`config.mk`:
```
export PLATFORM = sky130hd
export DESIGN_NAME = sched_req_queue
export DESIGN_NICKNAME = d
export VERILOG_FILES = /design/src/rtl/sched_pkg.sv /design/src/rtl/req_fifo.sv /design/src/rtl/sched_req_queue.sv
export SDC_FILE = /design/constraint.sdc
export NUM_CORES = 1
export LEC_CHECK = 0
export BUFFER_PORTS_ARGS = -buffer_cell sky130_fd_sc_hd__buf_2
export CORE_UTILIZATION = 50
export CTS_CLUSTER_SIZE = 14
export DETAILED_ROUTE_END_ITERATION = 10
export MAX_ROUTING_LAYER = met4
export PLACE_DENSITY = 0.86
export SYNTH_ARGS = -nofsm -noshare
export SYNTH_HDL_FRONTEND = slang
export SYNTH_HIERARCHICAL = 1
export SYNTH_SLANG_ARGS = --single-unit
```
`constraint.sdc`:
```
create_clock -name clk -period 3.4 [get_ports clk]
set_clock_uncertainty 0.05 [all_clocks]
set_input_delay 0 -clock clk [delete_from_list [all_inputs] [get_ports clk]]
set_output_delay 0 -clock clk [all_outputs]
set_load 0.01 [all_outputs]
```
`src/rtl/sched_pkg.sv`:
```
// Shared types and constants for the scheduler request path.
package sched_pkg;

  localparam int ADDR_WIDTH_DEF = 13;
  localparam int DATA_WIDTH_DEF = 32;
  localparam int STALL_CNT_W    = 16;

  typedef struct packed {
    logic [ADDR_WIDTH_DEF-1:0] addr;
    logic                      we;
    logic [DATA_WIDTH_DEF-1:0] wdata;
  } sched_req_t;

endpackage

```
`src/rtl/req_fifo.sv`:
```
// Synchronous FIFO with extra-MSB pointers; head entry is read combinationally.
module req_fifo #(
  parameter int DEPTH = 4,
  parameter int WIDTH = 8
) (
  input  logic                     clk,
  input  logic                     rst_n,
  input  logic                     push,
  input  logic [WIDTH-1:0]         wdata,
  input  logic                     pop,
  output logic [WIDTH-1:0]         rdata,
  output logic                     full,
  output logic                     empty,
  output logic [$clog2(DEPTH):0]   count
);

  localparam int AW = $clog2(DEPTH);
  localparam logic [AW:0] PTR_ONE = (AW+1)'(1);

  logic [WIDTH-1:0] mem [DEPTH];
  logic [AW:0]      wr_ptr;
  logic [AW:0]      rd_ptr;
  logic             do_push;
  logic             do_pop;

  assign full    = (wr_ptr[AW] != rd_ptr[AW]) && (wr_ptr[AW-1:0] == rd_ptr[AW-1:0]);
  assign empty   = (wr_ptr == rd_ptr);
  assign count   = wr_ptr - rd_ptr;
  assign do_push = push && !full;
  assign do_pop  = pop && !empty;
  assign rdata   = mem[rd_ptr[AW-1:0]];

  always_ff @(posedge clk or negedge rst_n) begin
    if (!rst_n) begin
      wr_ptr <= '0;
      rd_ptr <= '0;
    end else begin
      if (do_push) wr_ptr <= wr_ptr + PTR_ONE;
      if (do_pop)  rd_ptr <= rd_ptr + PTR_ONE;
    end
  end

  // Storage carries no reset: entries are only observed once the pointers say so.
  always_ff @(posedge clk) begin
    if (do_push) mem[wr_ptr[AW-1:0]] <= wdata;
  end

endmodule

```
`src/rtl/sched_req_queue.sv`:
```
// Walker-side request buffer in front of scheduler_dual, with read-response return.
// Optional stall-cycle counter enabled by defining SCHED_REQ_STALL_CNT_EN.
module sched_req_queue
  import sched_pkg::*;
#(
  parameter int          ADDR_WIDTH = ADDR_WIDTH_DEF,
  parameter int          DATA_WIDTH = DATA_WIDTH_DEF,
  parameter int          DEPTH      = 4,
  parameter int          READ_LAT   = 1,
  parameter int unsigned lower_addr = 0,
  parameter int unsigned upper_addr = 4
) (
  input  logic                     clk,
  input  logic                     rst_n,
  input  logic                     req_valid,
  output logic                     req_ready,
  input  logic [ADDR_WIDTH-1:0]    req_addr,
  input  logic                     req_we,
  input  logic [DATA_WIDTH-1:0]    req_wdata,
  output logic                     sched_valid,
  output logic [ADDR_WIDTH-1:0]    sched_addr,
  output logic                     sched_we,
  output logic [DATA_WIDTH-1:0]    sched_data,
  input  logic                     sched_stall,
  input  logic [DATA_WIDTH-1:0]    sched_rdata,
  output logic                     rsp_valid,
  output logic [ADDR_WIDTH-1:0]    rsp_addr,
  output logic [DATA_WIDTH-1:0]    rsp_data,
  output logic                     range_err,
  output logic [$clog2(DEPTH):0]   count
`ifdef SCHED_REQ_STALL_CNT_EN
  ,
  output logic [STALL_CNT_W-1:0]   stall_cycles
`endif
);

  // Handshake: a request transfers on a rising edge with req_valid && req_ready;
  // the head retires on a rising edge with sched_valid && !sched_stall.

  typedef struct packed {
    logic [ADDR_WIDTH-1:0] addr;
    logic                  we;
    logic [DATA_WIDTH-1:0] wdata;
  } req_t;

  localparam logic [ADDR_WIDTH-1:0] LO   = ADDR_WIDTH'(lower_addr);
  localparam logic [ADDR_WIDTH-1:0] SPAN = ADDR_WIDTH'(upper_addr - lower_addr);

  req_t tail;
  req_t head;
  logic full;
  logic empty;
  logic accept;
  logic in_range;
  logic push;
  logic pop;

  // Offset compare covers both bounds in one unsigned test (needs lower <= upper).
  assign in_range = (req_addr - LO) <= SPAN;
  assign req_ready = !full;
  assign accept    = req_valid && req_ready;
  assign push      = accept && in_range;
  assign pop       = sched_valid && !sched_stall;
  assign tail      = '{addr: req_addr, we: req_we, wdata: req_wdata};

  req_fifo #(
    .DEPTH (DEPTH),
    .WIDTH ($bits(req_t))
  ) u_fifo (
    .clk   (clk),
    .rst_n (rst_n),
    .push  (push),
    .wdata (tail),
    .pop   (pop),
    .rdata (head),
    .full  (full),
    .empty (empty),
    .count (count)
  );

  assign sched_valid = !empty;
  assign sched_addr  = head.addr;
  assign sched_we    = sched_valid && head.we;
  assign sched_data  = head.wdata;

  logic                  tag_v [READ_LAT];
  logic [ADDR_WIDTH-1:0] tag_a [READ_LAT];

  // The last tag stage lines up with the cycle in which sched_rdata is valid.
  always_ff @(posedge clk or negedge rst_n) begin
    if (!rst_n) begin
      for (int i = 0; i < READ_LAT; i++) begin
        tag_v[i] <= 1'b0;
        tag_a[i] <= '0;
      end
      rsp_valid <= 1'b0;
      rsp_addr  <= '0;
      rsp_data  <= '0;
      range_err <= 1'b0;
    end else begin
      tag_v[0] <= pop && !head.we;
      tag_a[0] <= head.addr;
      for (int i = 1; i < READ_LAT; i++) begin
        tag_v[i] <= tag_v[i-1];
        tag_a[i] <= tag_a[i-1];
      end
      rsp_valid <= tag_v[READ_LAT-1];
      if (tag_v[READ_LAT-1]) begin
        rsp_addr <= tag_a[READ_LAT-1];
        rsp_data <= sched_rdata;
      end
      range_err <= accept && !in_range;
    end
  end

`ifdef SCHED_REQ_STALL_CNT_EN
  always_ff @(posedge clk or negedge rst_n) begin
    if (!rst_n) begin
      stall_cycles <= '0;
    end else if (sched_valid && sched_stall && (stall_cycles != '1)) begin
      stall_cycles <= stall_cycles + STALL_CNT_W'(1);
    end
  end
`endif

endmodule

```
==> run summary <==
In the synthesized netlist, mux cells make up 18.5% of the area. The total of flip-flops plus latches after synthesis came out at ~250. The compound-cell area share of the yosys netlist is less than 1%. The cell type of the slowest stage on the worst timing path is and3_2.

For the pin with the worst max-slew slack, the measured transition is between 1 and 1.5 ns. The total count of max-transition violations in the final report came out at 0. The area growth from synthesis to layout is 30.5%. The number of resized instances in the post-cts repair step came out at 0.

For this design, the CTS-stage hold fixing added around 80 buffers. The period utilization is roughly 79%. The number of inserted diodes is 0. The number of global-route vias before repair is 5369. The area share of the largest cell type after synthesis is between 50% and 60%. The data arrival time of the critical path is 2.85 ns. CTS built an H-tree with a depth of 1. From left edge to right edge, the die measures about 140 um. In the synthesized netlist, the cells that appear most often are edfxtp_1, dfrtp_1, mux4_2. STA classifies the critical path startpoint as a flop. Entering global routing, the biggest net connects 52 pins. After synthesis, the cell types taking the most area are edfxtp_1, dfrtp_1, mux4_2, mux2_4, buf_6. The critical path is of the flop to flop type. The die covers 19400 sq um. The worst-case vdd ir drop is approximately 0.55 mV. No sink is reached through more buffers than the 3 on the longest clock path.

The wire length of the first global-routing pass is about 30 mm. The starting density of the core is 51.7%. The post-CTS setup-driven buffer insertion count is 0. The arithmetic-cell share of the synthesized area counting full adders, half adders and majority gates is 1.14%. The count of warnings emitted by yosys is 6.

The final RePlAce weighted congestion came out at around 0.81. The remaining routing DRC violations came out at 23. By instance count, the cell type seen most on the critical path is inv_1. The HPWL reported at the end of detailed placement is between 10 and 15 mm. The total via count in the routed design is 4947.

The count of endpoints failing setup in the final report came out at 0. The number of DRC markers after the initial detailed-route iteration came out at around 280. The biggest cell delay along the critical path is between 0.5 and 0.6 ns.

The type of the worst min-delay path is primary input to flop. The routed wire length came out at between 15 and 20 mm. The number of endpoints with negative hold slack in the final report is 0. edfxtp_1 takes more of the synthesized area than any other cell. In the synthesized netlist the async set-or-reset flop fraction comes to approximately a quarter. The area of the placeable core is 18200 sq um. For the worst-skew pair, the clock arrives at the later sink with an insertion delay of between 0.5 and 0.6 ns. After detailed routing, the average wire length per cell comes to between 20 and 25 um. The count of TritonRoute iterations in the first routing pass is 9. The highest achievable clock rate is about 370 MHz.

After synthesis the cells add up to 9420 sq um. The minimum period implied by the final worst setup slack came out at between 2 and 3 ns. The checks that failed: design-rule violations. The via density per instance came out at about 5.3. Yosys instantiated no cell more often than edfxtp_1.

Of the total synthesized cell area, the portion taken by XOR and XNOR cells is less than 1%. Setup repair after global routing left no endpoint under its margin. The mean post-synth cell area came out at ~23 sq um.

The count of buffers added on input and output ports is 179. The combinational family with the most area after synthesis is multiplexers. The number of distinct library cells after synthesis came out at 26. The post-layout utilization of the core came out at between 60% and 70%. The total number of placement rows is 49.

The number of clock sinks seen by CTS is roughly 250. The final setup TNS came out at 0 ns. The share of layout cells above drive strength 1 is a little under half. The area fraction in and, or, nand and nor cells after synthesis came out at under 10%.

The number of clock buffers inserted by TritonCTS is 25. In this run the tightest slew margin relative to its limit is between 20 and 30%. Along the worst path, the maximum fanout reaches 30. The critical path data required time came out at 3.56 ns.

The total global routing overflow came out at 0. The number of antenna violations at the first check in global routing came out at 0. The worst setup path is captured at a flop. The number of synthesized flops with an enable pin is 184.

The flow ran to the end, but the final reports show violations. The post-synthesis cell count came out at between 400 and 500. Summing the sequential cell areas from Yosys gives roughly 76% of the chip area. The post-CTS clock slew at the launch and capture registers of the worst setup and hold paths came out at 0.06 ns. The detail route stage leaves a number of antenna-violating nets equal to 0. The clock tree from TritonCTS is yes. The vertical die dimension is around 140 um. The number of top-level pins came out at 180. The critical path goes through inv_1, ha_1, nand3_1, inv_1, nor3b_2, and3_2, buf_12. The leakage power figure is 4.81 nW. The most common flop cell mapped by yosys is edfxtp_1.

Power spread over the standard cell area amounts to roughly 530 nW/um^2. Global routing used between 20% and 30% of the available tracks. The final net count is slightly below 800. CTS placed an instance of clkbuf_16 at the clock tree root.

When the netlist entered floorplanning its net count stood at around 500. Max-cap violations in this run came to 0.
-- cell families after synthesis --
logic type / after synthesis
xor+xnor: 4
flops: 251
simple gates: 20
fa+ha+maj: 8
buf+inv: 25
mux: 95
compound gates: 5
-- metrics by stage --
stage / worst slack [ns] / cell area (sq um) / hold slack, ns / total power [mW] / cells
after floorplan: 0.107 / 9420 / -0.346 / 3.48 / 408
after global placement: 0.918 / 10600 / 0.124 / 3.60 / 811
after detailed placement: 0.715 / 10600 / 0.126 / 3.61 / 811
after CTS: 0.705 / 12300 / 0.133 / 6.57 / 937
after global routing: 0.558 / 12300 / 0.166 / 6.72 / 937
final: 0.713 / 12300 / 0.138 / 6.51 / 937
-- cells in the final DEF (no fill, tap or decap), drive strengths merged, types with 2 or more instances in the layout --
cell type    instances
mux4                46
dfrtp               67
inv                 11
bufinv               5
clkbuf              33
o21ai                4
ha                   7
dlygate4sd3         81
xnor2                3
mux2                48
nor4                 2
nor2                 3
edfxtp             184
and3                 5
buf                189
nand2                5
clkinv               6
-- layout make-up --
cell class / count / area [sq um]
inverters: 10 / 37.5
clock inverters: 12 / 186
well taps: 229 / 287
clock buffers: 33 / 687
multi-input cells: 132 / 2050
repair buffers: 270 / 1830
fillers: 1115 / 5920
flip-flops and latches: 251 / 7210
-- sequential cells by signal (all words and copies together) (netlist names) --
name	count
u_fifo/mem	184
rsp_data	32
rsp_addr	13
tag_a	13
u_fifo/rd_ptr	3
u_fifo/wr_ptr	3
range_err	1
rsp_valid	1
tag_v	1
-- power by group --
group	internal [mW]	total [mW]	switching, mW
clock	1.80	2.89	1.09
sequential	3.32	3.34	0.0188
combinational	0.163	0.284	0.121
-- critical path, delay by kind of cell, from the launching register on --
family / cells / cell delay, ns
AND/OR/NAND/NOR: 3 / 1.03
buffers and inverters: 3 / 0.48
adder cells (fa/ha/maj): 1 / 0.36
flip-flops: 1 / 0.43
-- layer usage --
metal | routed length (um) | vias up | GRT usage [%]
li1 | - | 2194 | -
met1 | 7720 | 2491 | 26.4
met2 | 9800 | 226 | 35.9
met3 | 1530 | 36 | 5.40
met4 | 420 | 0 | 4.85
met5 | 0 | - | -
-- path summary, 6_finish.rpt --
kind                                        from           endpoint  slack (ns)  depth (start not counted)
worst max-delay path            u_fifo/wr_ptr[0]  u_fifo/mem[3][32]        0.71                          7
worst min-delay path                 sched_stall              tag_v        0.14                          3
worst max register to register  u_fifo/wr_ptr[0]  u_fifo/mem[3][32]        0.71                          7
worst min register to register          tag_a[8]        rsp_addr[8]        0.42                          1
max in group asynchronous                  rst_n   u_fifo/rd_ptr[0]        2.27                          2
min in group asynchronous                  rst_n           tag_a[6]        0.20                          2
No activity file was read; power rests on OpenSTA's default activity.
